$ cat src/rtl/gfx_pkg.sv
// Shared definitions for the planar pixel fetch path: palette field layout,
// channel levels, fetch FSM states and the palette-byte decoder.
package gfx_pkg;

  localparam int unsigned EN_LSB = 4;
  localparam int unsigned BR_LSB = 0;
  localparam logic [7:0] LVL_FULL = 8'hff;
  localparam logic [7:0] LVL_HALF = 8'h80;

  typedef enum logic [1:0] {StIdle, StReq, StWait, StDone} fetch_state_e;

  // Palette byte -> {red, green, blue}; channel k enable at EN_LSB+k, bright at BR_LSB+k.
  function automatic logic [23:0] decode_rgb(input logic [7:0] p);
    logic [23:0] rgb;
    rgb = '0;
    for (int k = 0; k < 3; k++) begin
      if (p[EN_LSB + k]) rgb[23 - 8 * k -: 8] = p[BR_LSB + k] ? LVL_FULL : LVL_HALF;
    end
    return rgb;
  endfunction

endpackage

$ cat src/rtl/gfx_pal_resolve.sv
// Combinational colour resolve: ORs palette bytes of set bg and fg planes, then
// picks fg per channel whenever its level is nonzero.
module gfx_pal_resolve
  import gfx_pkg::*;
#(
  parameter int unsigned PLANES = 6
) (
  input  logic [PLANES-1:0]   bits_i,
  input  logic [PLANES*8-1:0] pal_i,
  output logic [7:0]          red_o,
  output logic [7:0]          green_o,
  output logic [7:0]          blue_o
);

  logic [7:0]  bg_pal, fg_pal;
  logic [23:0] bg_rgb, fg_rgb, out_rgb;

  always_comb begin
    bg_pal = '0;
    fg_pal = '0;
    for (int i = 0; i < PLANES; i++) begin
      if (bits_i[i]) begin
        if (i < PLANES / 2) bg_pal = bg_pal | pal_i[i * 8 +: 8];
        else                fg_pal = fg_pal | pal_i[i * 8 +: 8];
      end
    end
    bg_rgb = decode_rgb(bg_pal);
    fg_rgb = decode_rgb(fg_pal);
    for (int k = 0; k < 3; k++) begin
      out_rgb[k * 8 +: 8] = (fg_rgb[k * 8 +: 8] != 8'h00) ? fg_rgb[k * 8 +: 8]
                                                         : bg_rgb[k * 8 +: 8];
    end
  end

  assign red_o   = out_rgb[23:16];
  assign green_o = out_rgb[15:8];
  assign blue_o  = out_rgb[7:0];

endmodule

$ cat src/rtl/gfx_planar_fetch.sv
// Bitplane pixel generator: fetches PLANES bytes per 8-pixel cell, serialises them and
// outputs registered RGB. Define GFX_BORDER_EN to drive the border colour outside de.
module gfx_planar_fetch
  import gfx_pkg::*;
#(
  parameter int unsigned PLANES    = 6,
  parameter int unsigned ACT_W     = 192,
  parameter int unsigned ACT_H     = 184,
  parameter int unsigned VRAM_BASE = 'hec0,
  parameter int unsigned AW        = 13,
  parameter int unsigned PW        = $clog2(PLANES)
) (
  input  logic                clk,
  input  logic                reset,
  input  logic                ce_pix,
  input  logic [8:0]          h,
  input  logic [8:0]          v,
  output logic [AW-1:0]       vram_addr,
  output logic [PW-1:0]       vram_plane,
  output logic                vram_rd,
  input  logic                vram_valid,
  input  logic [7:0]          vram_data,
  input  logic [PLANES*8-1:0] pal,
  input  logic [PLANES-1:0]   mask,
  input  logic [7:0]          border,
  output logic [7:0]          red,
  output logic [7:0]          green,
  output logic [7:0]          blue,
  output logic                de,
  output logic                underrun
);

  localparam int unsigned CELLS = ACT_W / 8;
  localparam logic [8:0] ActW9  = 9'(ACT_W);
  localparam logic [8:0] ActH9  = 9'(ACT_H);
  localparam logic [8:0] DeEnd9 = 9'(ACT_W + 8);

  fetch_state_e             state_q;
  logic [PW-1:0]            plane_q;
  logic [AW-1:0]            addr_q;
  logic                     pend_q;
  logic [PLANES-1:0][7:0]   stage_q, shift_q, stage_eff;
  logic                     underrun_q, de_q;
  logic [7:0]               red_q, green_q, blue_q;

  logic                     bnd, start, take, last, incomplete, de_next;
  logic [AW-1:0]            addr_next;
  logic [PLANES-1:0]        pix_bits;
  logic [7:0]               pix_r, pix_g, pix_b;
  logic [23:0]              idle_rgb;

  assign bnd        = ce_pix && (h[2:0] == 3'd0);
  assign start      = bnd && (h < ActW9) && (v < ActH9);
  assign take       = (state_q == StWait) && vram_valid;
  assign last       = (plane_q == PW'(PLANES - 1));
  // A last-plane return landing on the boundary edge still counts as finished.
  assign incomplete = (state_q == StReq) || ((state_q == StWait) && !(take && last));
  assign de_next    = (h >= 9'd8) && (h < DeEnd9) && (v < ActH9);
  assign addr_next  = AW'(VRAM_BASE + 32'(v) * CELLS + 32'(h[8:3]));
  // Hold off a new request while an aborted one is still outstanding.
  assign vram_rd    = (state_q == StReq) && !pend_q;

  always_comb begin
    stage_eff = stage_q;
    if (take) stage_eff[plane_q] = vram_data;
    for (int p = 0; p < PLANES; p++) begin
      pix_bits[p] = bnd ? stage_eff[p][0] : shift_q[p][0];
    end
    pix_bits = pix_bits & mask;
  end

  gfx_pal_resolve #(
    .PLANES (PLANES)
  ) u_resolve (
    .bits_i  (pix_bits),
    .pal_i   (pal),
    .red_o   (pix_r),
    .green_o (pix_g),
    .blue_o  (pix_b)
  );

`ifdef GFX_BORDER_EN
  assign idle_rgb = decode_rgb(border);
`else
  logic unused_border;
  assign unused_border = ^border;
  assign idle_rgb      = '0;
`endif

  always_ff @(posedge clk) begin
    if (reset) begin
      state_q    <= StIdle;
      plane_q    <= '0;
      addr_q     <= '0;
      pend_q     <= 1'b0;
      stage_q    <= '0;
      shift_q    <= '0;
      underrun_q <= 1'b0;
      de_q       <= 1'b0;
      red_q      <= '0;
      green_q    <= '0;
      blue_q     <= '0;
    end else begin
      if (vram_rd)         pend_q <= 1'b1;
      else if (vram_valid) pend_q <= 1'b0;

      if (bnd) begin
        for (int p = 0; p < PLANES; p++) shift_q[p] <= stage_eff[p] >> 1;
        stage_q <= '0;
        plane_q <= '0;
        if (incomplete) underrun_q <= 1'b1;
        if (start) begin
          state_q <= StReq;
          addr_q  <= addr_next;
        end else begin
          state_q <= StIdle;
        end
      end else begin
        if (ce_pix) begin
          for (int p = 0; p < PLANES; p++) shift_q[p] <= shift_q[p] >> 1;
        end
        if (take) stage_q[plane_q] <= vram_data;
        case (state_q)
          StReq:  if (vram_rd) state_q <= StWait;
          StWait: begin
            if (vram_valid) begin
              state_q <= last ? StDone : StReq;
              if (!last) plane_q <= plane_q + PW'(1);
            end
          end
          default: ;
        endcase
      end

      if (ce_pix) begin
        de_q    <= de_next;
        red_q   <= de_next ? pix_r : idle_rgb[23:16];
        green_q <= de_next ? pix_g : idle_rgb[15:8];
        blue_q  <= de_next ? pix_b : idle_rgb[7:0];
      end
    end
  end

  assign vram_addr  = addr_q;
  assign vram_plane = plane_q;
  assign underrun   = underrun_q;
  assign de         = de_q;
  assign red        = red_q;
  assign green      = green_q;
  assign blue       = blue_q;

endmodule

$ cat config.mk
export PLATFORM = sky130hd
export DESIGN_NAME = gfx_planar_fetch
export DESIGN_NICKNAME = d
export VERILOG_FILES = /design/src/rtl/gfx_pkg.sv /design/src/rtl/gfx_pal_resolve.sv /design/src/rtl/gfx_planar_fetch.sv
export SDC_FILE = /design/constraint.sdc
export NUM_CORES = 1
export LEC_CHECK = 0
export CORE_UTILIZATION = 45
export CTS_BUF_LIST = sky130_fd_sc_hd__clkbuf_4
export CTS_CLUSTER_SIZE = 20
export DETAILED_ROUTE_END_ITERATION = 8
export PLACE_DENSITY = 0.73
export SYNTH_ARGS = -nofsm -noshare
export SYNTH_HDL_FRONTEND = slang
export SYNTH_SLANG_ARGS = --single-unit
$ cat constraint.sdc
create_clock -name clk -period 4.21 [get_ports clk]
set_input_delay 0.6315 -clock clk [delete_from_list [all_inputs] [get_ports clk]]
set_output_delay 0.6315 -clock clk [all_outputs]
set_load 0.05 [all_outputs]
==> impl_results.html, run 1 <==
<table>
<tr><th>Metric</th><th>Value</th></tr>
<tr><th colspan="2">Timing</th></tr>
<tr><td>Minimum clock period after layout</td><td>roughly 3.1 ns</td></tr>
<tr><td>Fmax</td><td>323 MHz</td></tr>
<tr><td>Setup repair after global routing missed its margin</td><td>no</td></tr>
<tr><td>Post-route clock skew</td><td>0.0140 ns</td></tr>
<tr><td>Count of final hold-check violations</td><td>0</td></tr>
<tr><td>Worst Max-Slew Pin Slew</td><td>0.676 ns</td></tr>
<tr><td>Fin crit share</td><td>73.5%</td></tr>
<tr><td>Final number of setup-violating endpoints</td><td>0</td></tr>
<tr><td>Max-slew violation count</td><td>0</td></tr>
<tr><td>Setup Total Neg Slack</td><td>0 ns</td></tr>
<tr><td>Max_slew headroom</td><td>between 50% and 60%</td></tr>
<tr><th colspan="2">Run status</th></tr>
<tr><td>Status</td><td>completed</td></tr>
<tr><th colspan="2">CTS</th></tr>
<tr><td>Htree depth</td><td>4</td></tr>
<tr><td>Buffers inserted by post-CTS timing repair</td><td>0</td></tr>
<tr><td>Root buffer cell</td><td>sky130_fd_sc_hd__clkbuf_4</td></tr>
<tr><td>Reg clk slew, reported paths</td><td>0.09 ns</td></tr>
<tr><td>Cells resized by post-CTS repair</td><td>0</td></tr>
<tr><td>CTS Buf Count</td><td>17</td></tr>
<tr><td>Clock insertion delay at the later pin of the skew report</td><td>approximately 0.53 ns</td></tr>
<tr><td>Buffer depth of the longest clock path</td><td>2</td></tr>
<tr><td>Number of clock sinks</td><td>~120</td></tr>
<tr><td>TritonCTS clock tree</td><td>yes</td></tr>
<tr><td>Number of buffers inserted by hold repair at cts</td><td>0</td></tr>
<tr><th colspan="2">Die</th></tr>
<tr><td>Die Wd</td><td>~120 um</td></tr>
<tr><td>Number of cell rows</td><td>41</td></tr>
<tr><td>Initial core utilization</td><td>between 40% and 50%</td></tr>
<tr><td>Chip height</td><td>roughly 120 um</td></tr>
<tr><td>Core area</td><td>12600 sq um</td></tr>
<tr><td>IO Pins</td><td>~140</td></tr>
<tr><td>Full die area</td><td>roughly 13000 sq um</td></tr>
<tr><th colspan="2">Logic synthesis</th></tr>
<tr><td>Leading register cell type out of synthesis</td><td>sky130_fd_sc_hd__dfxtp_1</td></tr>
<tr><td>Number of standard cells after synthesis</td><td>about 640</td></tr>
<tr><td>Mux cell area share after synthesis</td><td>7.30%</td></tr>
<tr><td>Synthesis Warnings</td><td>0</td></tr>
<tr><td>Flip-flop and latch count after synthesis</td><td>between 100 and 150</td></tr>
<tr><td>Xor and xnor fraction of the mapped netlist area</td><td>roughly 1.4%</td></tr>
<tr><td>Share of synthesized registers carrying an async set or reset</td><td>0%</td></tr>
<tr><td>Dominant combinational cell family by area after synthesis</td><td>simple AND/OR/NAND/NOR gates</td></tr>
<tr><td>Fraction of the mapped netlist area in compound gates</td><td>19.5%</td></tr>
<tr><td>Number of library cell types mapped by synthesis</td><td>61</td></tr>
<tr><td>Netlist area before placement</td><td>a little under 6000 sq um</td></tr>
<tr><td>Syn_nets</td><td>748</td></tr>
<tr><td>Count of flip-flops with a built-in enable after synthesis</td><td>0</td></tr>
<tr><td>Average instance area after synthesis</td><td>approximately 9.1 sq um</td></tr>
<tr><td>Share of synthesized cell area in full adder, half adder and majority cells</td><td>3.93%</td></tr>
<tr><td>Sequential element share of the synthesized area</td><td>40.4%</td></tr>
<tr><td>Simple-gate share of the synthesized area</td><td>21.2%</td></tr>
<tr><th colspan="2">Setup path</th></tr>
<tr><td>Worst EP required</td><td>~4.6 ns</td></tr>
<tr><td>Worst Path Class, Setup</td><td>in -&gt; reg</td></tr>
<tr><td>Setup crit end kind</td><td>register</td></tr>
<tr><td>Largest fanout of any net on the critical path</td><td>4</td></tr>
<tr><td>Arrival time reported for the critical path endpoint</td><td>3.53 ns</td></tr>
<tr><td>CP Launch Type</td><td>input port</td></tr>
<tr><th colspan="2">GRT</th></tr>
<tr><td>Pin count of the biggest net entering global routing</td><td>between 40 and 50</td></tr>
<tr><td>Vias in the first global route</td><td>between 4000 and 5000</td></tr>
<tr><td>Gr busiest metal</td><td>met2</td></tr>
<tr><td>First-pass GRT wire length</td><td>22900 um</td></tr>
<tr><td>Global route total overflow</td><td>0</td></tr>
<tr><td>Met1 Use GR</td><td>~26%</td></tr>
<tr><td>Total global-route track usage</td><td>between 20% and 30%</td></tr>
<tr><td>Number of antenna violations at the first check in global routing</td><td>0</td></tr>
<tr><td>Routing usage on met2</td><td>a little under two fifths</td></tr>
<tr><td>Met3 routing resource usage after global routing</td><td>around 6.4%</td></tr>
<tr><th colspan="2">Finish</th></tr>
<tr><td>Final Core Density</td><td>57.4%</td></tr>
<tr><td>Area Growth Syn to Fin</td><td>24.4%</td></tr>
<tr><td>Final instance count without filler cells</td><td>approximately 910</td></tr>
<tr><td>Final Cell Area</td><td>approximately 7000 sq um</td></tr>
<tr><td>Antenna cell count</td><td>0</td></tr>
<tr><td>Filler instances</td><td>1144</td></tr>
<tr><td>Leading cell type in the layout, fill and taps excluded</td><td>sky130_fd_sc_hd__dfxtp_1</td></tr>
<tr><td>Top library cells by usage in the layout, fill and taps aside</td><td>sky130_fd_sc_hd__dfxtp_1 (117), sky130_fd_sc_hd__clkdlybuf4s50_1 (113), sky130_fd_sc_hd__nor2_1 (92)</td></tr>
<tr><td>Final #Nets</td><td>around 830</td></tr>
<tr><td>Fraction of final layout cells with drive strength greater than 1</td><td>a little over a tenth</td></tr>
<tr><th colspan="2">Detailed routing</th></tr>
<tr><td>Total number of vias</td><td>roughly 5100</td></tr>
<tr><td>Drt first pass iters</td><td>5</td></tr>
<tr><td>Detailed-route wire length per cell</td><td>about 16 um</td></tr>
<tr><td>Post-route DRC violation count</td><td>0</td></tr>
<tr><td>First DRT Iteration DRCs</td><td>332</td></tr>
<tr><td>Number of vias per cell after detailed routing</td><td>5.58</td></tr>
<tr><td>Post-Route WL</td><td>14500 um</td></tr>
<tr><td>Post-DRT Antenna Nets</td><td>0</td></tr>
<tr><th colspan="2">Power</th></tr>
<tr><td>Peak supply drop</td><td>0.145 mV</td></tr>
<tr><td>Cell area power density</td><td>between 300 and 400 nW/um^2</td></tr>
<tr><td>Leakage power summed over all cells</td><td>slightly below 3 nW</td></tr>
<tr><td>Total power</td><td>0.00226 W</td></tr>
<tr><th colspan="2">Job</th></tr>
<tr><td>Number of maximum-capacitance constraint violations</td><td>0</td></tr>
<tr><th colspan="2">Placed design</th></tr>
<tr><td>Count of placed standard cells including taps</td><td>between 800 and 900</td></tr>
<tr><td>Half-perimeter wire length after placement</td><td>10200 um</td></tr>
<tr><td>Routability-driven placement congestion ratio</td><td>~0.77</td></tr>
<tr><td>DP Area</td><td>6900 sq um</td></tr>
<tr><td>Number of port buffers</td><td>roughly 110</td></tr>
<tr><th colspan="2">Hold path</th></tr>
<tr><td>Tightest Hold Check Type</td><td>reg -&gt; reg</td></tr>
</table>
==> power breakdown <==
group	internal (W)	switching, W
logic	0.000127	0.000148
clock network	0.000472	0.000399
registers	0.00111	0.00000276
total	0.00171	0.000549
==> sequential cells by signal, summed over array words and instances (netlist names), 2 cells and up <==
name,flops
vram_addr,13
shift_q,42
vram_plane,3
green,2
blue,2
red,2
stage_q,48
state_q,2
==> logic make-up after synthesis <==
family,count (synthesis)
mux,39
xor+xnor,9
simple gates,244
buf+inv,72
compound gates,141
flops,117
fa+ha+maj,17
==> worst paths after layout <==
path            startpoint            end  slack (ns)  cells after the start
min reg2reg   vram_addr[3]   vram_addr[3]        0.47                      2
min           vram_addr[3]   vram_addr[3]        0.47                      2
max                   v[1]  vram_addr[12]        1.11                     11
max reg2reg  vram_plane[0]        blue[6]        1.75                      6
==> cell usage after synthesis (all sizes together), types with 2 or more instances <==
master / number / share of area, %
nor3: 6 / 0.52
ha: 15 / 3.2
fa: 2 / 0.69
clkbuf: 29 / 1.9
o2111ai: 2 / 0.30
dfxtp: 117 / 40
nand2b: 4 / 0.43
nor2: 93 / 6.1
a222oi: 6 / 1.0
o32ai: 3 / 0.45
buf: 27 / 3.4
a221oi: 39 / 6.2
nand4b: 2 / 0.30
o21ba: 3 / 0.52
nor2b: 35 / 3.8
a31oi: 4 / 0.43
o21a: 2 / 0.26
o21ai: 15 / 1.3
a21o: 5 / 0.65
a211o: 3 / 0.45
a311oi: 5 / 1.2
xor2: 2 / 0.30
and3: 35 / 3.8
a22o: 6 / 0.91
a21oi: 28 / 2.4
xnor2: 7 / 1.1
nand3b: 2 / 0.26
or2: 2 / 0.22
and2: 4 / 0.43
a2111oi: 6 / 1.3
inv: 15 / 0.97
nand3: 6 / 0.52
or3: 4 / 0.43
mux2: 26 / 5.1
a211oi: 10 / 1.5
mux2i: 13 / 2.2
nand2: 42 / 2.7
==> critical path, cell delays in order <==
cell and delay, ns:
sky130_fd_sc_hd__clkdlybuf4s50_1 0.50, sky130_fd_sc_hd__ha_1 0.18, sky130_fd_sc_hd__inv_1 0.05, sky130_fd_sc_hd__fa_1 0.47, sky130_fd_sc_hd__inv_1 0.04, sky130_fd_sc_hd__ha_1 0.32, sky130_fd_sc_hd__a211oi_1 0.21, sky130_fd_sc_hd__o21ai_0 0.18
sky130_fd_sc_hd__a2111o_1 0.46, sky130_fd_sc_hd__a211o_1 0.23, sky130_fd_sc_hd__a311oi_1 0.25
==> cell type report <==
class,count,area [sq um],area share [%]
tap,172,215,2.99
timing repair buffer,122,1200,16.6
sequential,117,2340,32.5
clock buffer,19,143,1.98
multi-input combinational,450,3090,42.9
inverter,16,60.1,0.833
clock inverter,13,163,2.26
==> metal layers <==
metal / up-vias / routed length, um / part of all wire, %
met5: - / 0 / 0
li1: 2472 / - / -
met3: 12 / 954 / 6.6
met1: 2433 / 6410 / 44
met4: 0 / 129 / 0.89
met2: 157 / 7020 / 48
==> stage by stage <==
| stage | hold WS (ns) | setup slack (ns) |
|---|---|---|
| 2_1_floorplan | 0.451 | 1.25 |
| 3_3_place_gp | 0.452 | 0.572 |
| 3_5_place_dp | 0.452 | 0.596 |
| 4_1_cts | 0.468 | 1.14 |
| 5_1_grt | 0.484 | 0.957 |
| 6_report | 0.466 | 1.11 |
(Power assumes the default switching activity.)
==> inputs of run 2 (changes only) <==
PLACE_DENSITY = 0.76   (was 0.73)
clock period = 2.75 ns   (was 4.21 ns; I/O delays follow)
==> run 2 against run 1 <==
Against the previous run: routed wire length is 7.5% higher; sequential share of layout area is 1.7 points lower; combinational power is 87% higher; core utilization is 3.1 points higher; clock skew hardly changed; critical path depth stayed put; critical path type unchanged; count of clock-buffer cells in the layout is 3 higher; register-to-register slack worse by 1.4 ns; die area stayed put.
==> impl_results.html, run 2 (same netlist as run 1, synthesis figures left out) <==
<table>
<tr><th>Metric</th><th>Value</th></tr>
<tr><th colspan="2">Run status</th></tr>
<tr><td>Status</td><td>completed (unchanged)</td></tr>
<tr><th colspan="2">CTS</th></tr>
<tr><td>Reg clk slew, reported paths</td><td>0.10 ns (was 0.09 ns)</td></tr>
<tr><td>Clock insertion delay at the later pin of the skew report</td><td>0.52 ns (was 0.53 ns)</td></tr>
<tr><td>Number of clock sinks</td><td>117 (unchanged)</td></tr>
<tr><td>CTS Buf Count</td><td>17 (unchanged)</td></tr>
<tr><td>Root buffer cell</td><td>sky130_fd_sc_hd__clkbuf_4 (unchanged)</td></tr>
<tr><td>TritonCTS clock tree</td><td>yes (unchanged)</td></tr>
<tr><td>Htree depth</td><td>4 (unchanged)</td></tr>
<tr><td>Buffer depth of the longest clock path</td><td>2 (unchanged)</td></tr>
<tr><th colspan="2">Placed design</th></tr>
<tr><td>Count of placed standard cells including taps</td><td>924 (was 877)</td></tr>
<tr><td>Number of port buffers</td><td>114 (unchanged)</td></tr>
<tr><td>Half-perimeter wire length after placement</td><td>11000 um (was 10200 um)</td></tr>
<tr><td>DP Area</td><td>7280 sq um (was 6900 sq um)</td></tr>
<tr><td>Routability-driven placement congestion ratio</td><td>0.813 (was 0.767)</td></tr>
<tr><th colspan="2">Die</th></tr>
<tr><td>Number of cell rows</td><td>41 (unchanged)</td></tr>
<tr><td>Full die area</td><td>13300 sq um (unchanged)</td></tr>
<tr><td>Die Wd</td><td>116 um (unchanged)</td></tr>
<tr><td>Initial core utilization</td><td>46.1% (unchanged)</td></tr>
<tr><td>IO Pins</td><td>135 (unchanged)</td></tr>
<tr><td>Core area</td><td>12600 sq um (unchanged)</td></tr>
<tr><td>Chip height</td><td>116 um (unchanged)</td></tr>
<tr><th colspan="2">Detailed routing</th></tr>
<tr><td>Post-route DRC violation count</td><td>0 (unchanged)</td></tr>
<tr><td>Post-DRT Antenna Nets</td><td>0 (unchanged)</td></tr>
<tr><td>Detailed-route wire length per cell</td><td>16.3 um (was 16.0 um)</td></tr>
<tr><td>Post-Route WL</td><td>15600 um (was 14500 um)</td></tr>
<tr><td>Total number of vias</td><td>5333 (was 5074)</td></tr>
<tr><td>First DRT Iteration DRCs</td><td>299 (was 332)</td></tr>
<tr><td>Number of vias per cell after detailed routing</td><td>5.58 (about the same)</td></tr>
<tr><td>Drt first pass iters</td><td>5 (unchanged)</td></tr>
<tr><th colspan="2">Setup path</th></tr>
<tr><td>Worst reg2reg path depth</td><td>7 (was 6)</td></tr>
<tr><td>Critical register-to-register path startpoint</td><td>state_q[1] (was vram_plane[0])</td></tr>
<tr><td>Library cell appearing most often on the critical path</td><td>sky130_fd_sc_hd__inv_1</td></tr>
<tr><td>Worst Path Class, Setup</td><td>in -&gt; reg (unchanged)</td></tr>
<tr><td>Setup crit end kind</td><td>register (unchanged)</td></tr>
<tr><td>CP Launch Type</td><td>input port (unchanged)</td></tr>
<tr><td>Reg-to-reg critical path endpoint</td><td>blue[6] (unchanged)</td></tr>
<tr><td>Sequence of cells on the critical path</td><td>clkdlybuf4s50_1 -&gt; ha_2 -&gt; inv_1 -&gt; fa_1 -&gt; inv_1 -&gt; ha_4 -&gt; a211oi_2 -&gt; o21ai_1 -&gt; a2111o_1 -&gt; a211o_1 -&gt; a311oi_1 (was clkdlybuf4s50_1 -&gt; ha_1 -&gt; inv_1 -&gt; fa_1 -&gt; inv_1 -&gt; ha_1 -&gt; a211oi_1 -&gt; o21ai_0 -&gt; a2111o_1 -&gt; a211o_1 -&gt; a311oi_1)</td></tr>
<tr><td>Worst EP required</td><td>3.18 ns (was 4.64 ns)</td></tr>
<tr><td>Biggest cell delay along the critical path</td><td>0.51 ns (was 0.50 ns)</td></tr>
<tr><td>Cell type of the slowest stage on the worst timing path</td><td>sky130_fd_sc_hd__clkdlybuf4s50_1 (unchanged)</td></tr>
<tr><td>Arrival time reported for the critical path endpoint</td><td>3.11 ns (was 3.53 ns)</td></tr>
<tr><td>Worst setup slack for register-to-register paths</td><td>0.33 ns (was 1.75 ns)</td></tr>
<tr><td>Largest fanout of any net on the critical path</td><td>3 (was 4)</td></tr>
<tr><th colspan="2">Finish</th></tr>
<tr><td>Area Growth Syn to Fin</td><td>31.1% (was 24.4%)</td></tr>
<tr><td>Final #Nets</td><td>882 (was 833)</td></tr>
<tr><td>Register with the most flip-flops</td><td>stage_q (unchanged)</td></tr>
<tr><td>Area occupied by registers</td><td>2340 sq um (unchanged)</td></tr>
<tr><td>Leading cell type in the layout, fill and taps excluded</td><td>sky130_fd_sc_hd__dfxtp_1 (unchanged)</td></tr>
<tr><td>Final Cell Area</td><td>7600 sq um (was 7210 sq um)</td></tr>
<tr><td>Filler instances</td><td>1061 (was 1144)</td></tr>
<tr><td>Top library cells by usage in the layout, fill and taps aside</td><td>sky130_fd_sc_hd__dfxtp_1 (117), sky130_fd_sc_hd__clkdlybuf4s50_1 (112), sky130_fd_sc_hd__nor2_1 (92) (was sky130_fd_sc_hd__dfxtp_1 (117), sky130_fd_sc_hd__clkdlybuf4s50_1 (113), sky130_fd_sc_hd__nor2_1 (92))</td></tr>
<tr><td>Fraction of final layout cells with drive strength greater than 1</td><td>16.5% (was 10.4%)</td></tr>
<tr><td>Antenna cell count</td><td>0 (unchanged)</td></tr>
<tr><td>Final instance count without filler cells</td><td>955 (was 909)</td></tr>
<tr><td>Max FFs per register</td><td>48 (unchanged)</td></tr>
<tr><td>Area of combinational cells with multiple inputs</td><td>3120 sq um (was 3090 sq um)</td></tr>
<tr><th colspan="2">GRT</th></tr>
<tr><td>First-pass GRT wire length</td><td>24400 um (was 22900 um)</td></tr>
<tr><td>Gr busiest metal</td><td>met2 (unchanged)</td></tr>
<tr><td>Met1 Use GR</td><td>26.5% (was 26.0%)</td></tr>
<tr><td>Vias in the first global route</td><td>5204 (was 4733)</td></tr>
<tr><td>Total global-route track usage</td><td>23.5% (was 22.0%)</td></tr>
<tr><td>Routing usage on met2</td><td>42.4% (was 38.2%)</td></tr>
<tr><td>Global route total overflow</td><td>0 (unchanged)</td></tr>
<tr><td>Number of antenna violations at the first check in global routing</td><td>0 (unchanged)</td></tr>
<tr><td>Met3 routing resource usage after global routing</td><td>6.38% (unchanged)</td></tr>
<tr><td>Pin count of the biggest net entering global routing</td><td>46 (was 48)</td></tr>
<tr><th colspan="2">Timing</th></tr>
<tr><td>Count of final hold-check violations</td><td>0 (unchanged)</td></tr>
<tr><td>Minimum clock period after layout</td><td>2.68 ns</td></tr>
<tr><td>Fmax</td><td>between 300 and 400 MHz</td></tr>
<tr><td>Post-route clock skew</td><td>0.0144 ns (was 0.0140 ns)</td></tr>
<tr><td>Hold Slack</td><td>0.421 ns (was 0.466 ns)</td></tr>
<tr><td>Worst Max-Slew Pin Slew</td><td>0.671 ns (was 0.676 ns)</td></tr>
<tr><td>Max_slew headroom</td><td>55.0% (was 54.6%)</td></tr>
<tr><td>Fin crit share</td><td>between 90% and 100%</td></tr>
<tr><td>Final number of setup-violating endpoints</td><td>0 (unchanged)</td></tr>
<tr><td>Max-slew violation count</td><td>0 (unchanged)</td></tr>
<tr><th colspan="2">Hold path</th></tr>
<tr><td>Hold Crit Start</td><td>reset (was vram_addr[3])</td></tr>
<tr><td>Number of instances on the worst hold path</td><td>3 (was 2)</td></tr>
<tr><td>Tightest Hold Check Type</td><td>in -&gt; reg (was reg -&gt; reg)</td></tr>
<tr><td>Endpoint of the worst hold-timing path</td><td>shift_q[29] (was vram_addr[3])</td></tr>
<tr><th colspan="2">Power</th></tr>
<tr><td>Total power</td><td>0.00346 W (was 0.00226 W)</td></tr>
<tr><td>Cell area power density</td><td>455 nW/um^2 (was 313 nW/um^2)</td></tr>
<tr><td>Peak supply drop</td><td>0.221 mV (was 0.145 mV)</td></tr>
<tr><td>Leakage power summed over all cells</td><td>3.16 nW (was 2.91 nW)</td></tr>
<tr><th colspan="2">Job</th></tr>
<tr><td>Number of maximum-capacitance constraint violations</td><td>0 (unchanged)</td></tr>
</table>
[run 2: metrics by stage]
stage | TNS [ns] | setup WS [ns] | utilization [%]
after floorplan | 0 | 0.00403 | -
after global placement | -2.19 | -0.551 | 57.9
after detailed placement | -2.94 | -0.638 | 57.9
after CTS | 0 | 0.0905 | 60.3
after global routing | -0.0299 | -0.0182 | 60.4
final | 0 | 0.0748 | 60.4
[run 2: where the power goes]
group | internal [W] | switching (W) | leakage (nW)
sequential | 0.00170 | 0.00000408 | 0.942
clock | 0.000658 | 0.000581 | 0.155
combinational | 0.000262 | 0.000253 | 2.07
total | 0.00262 | 0.000839 | 3.16
[run 2: worst max-delay path by stage]
stage	cells after the start	end	slack, ns	startpoint
4_1_cts	11	vram_addr[12]	0.09	v[1]
6_report	11	vram_addr[12]	0.07	v[0]
5_1_grt	11	vram_addr[11]	-0.02	v[0]
3_3_place_gp	11	vram_addr[12]	-0.55	v[1]
2_1_floorplan	10	vram_addr[12]	0.004	v[0]
3_5_place_dp	11	vram_addr[12]	-0.64	v[1]
[run 2: layout make-up]
type | instances | share of cell area (%)
Inverter | 16 | 0.791
Sequential cell | 117 | 30.8
Timing Repair Buffer | 171 | 20.9
Multi-Input combinational cell | 450 | 41.0
Clock buffer | 22 | 2.17
Tap cell | 172 | 2.83
Clock inverter | 7 | 1.42
[run 2: timing repair]
item | 4_1_cts | 5_1_grt
hold buffers | 0 | 0
pin swaps | 0 | 2
resized for setup | 6 | 1
endpoints found under the setup margin | 2 | 2
setup buffers | 0 | 2
[run 2: metal layers]
metal | routed length (um) | part of all wire, %
met1 | 6550 | 42
met2 | 7670 | 49
met3 | 1030 | 6.6
met4 | 340 | 2.2
met5 | 0 | 0
[run 2: worst max-delay path, delay by kind of cell]
kind	cells	cell delay, ns
compound gates	5	1.14
fa+ha+maj	3	0.92
buf+inv	3	0.63
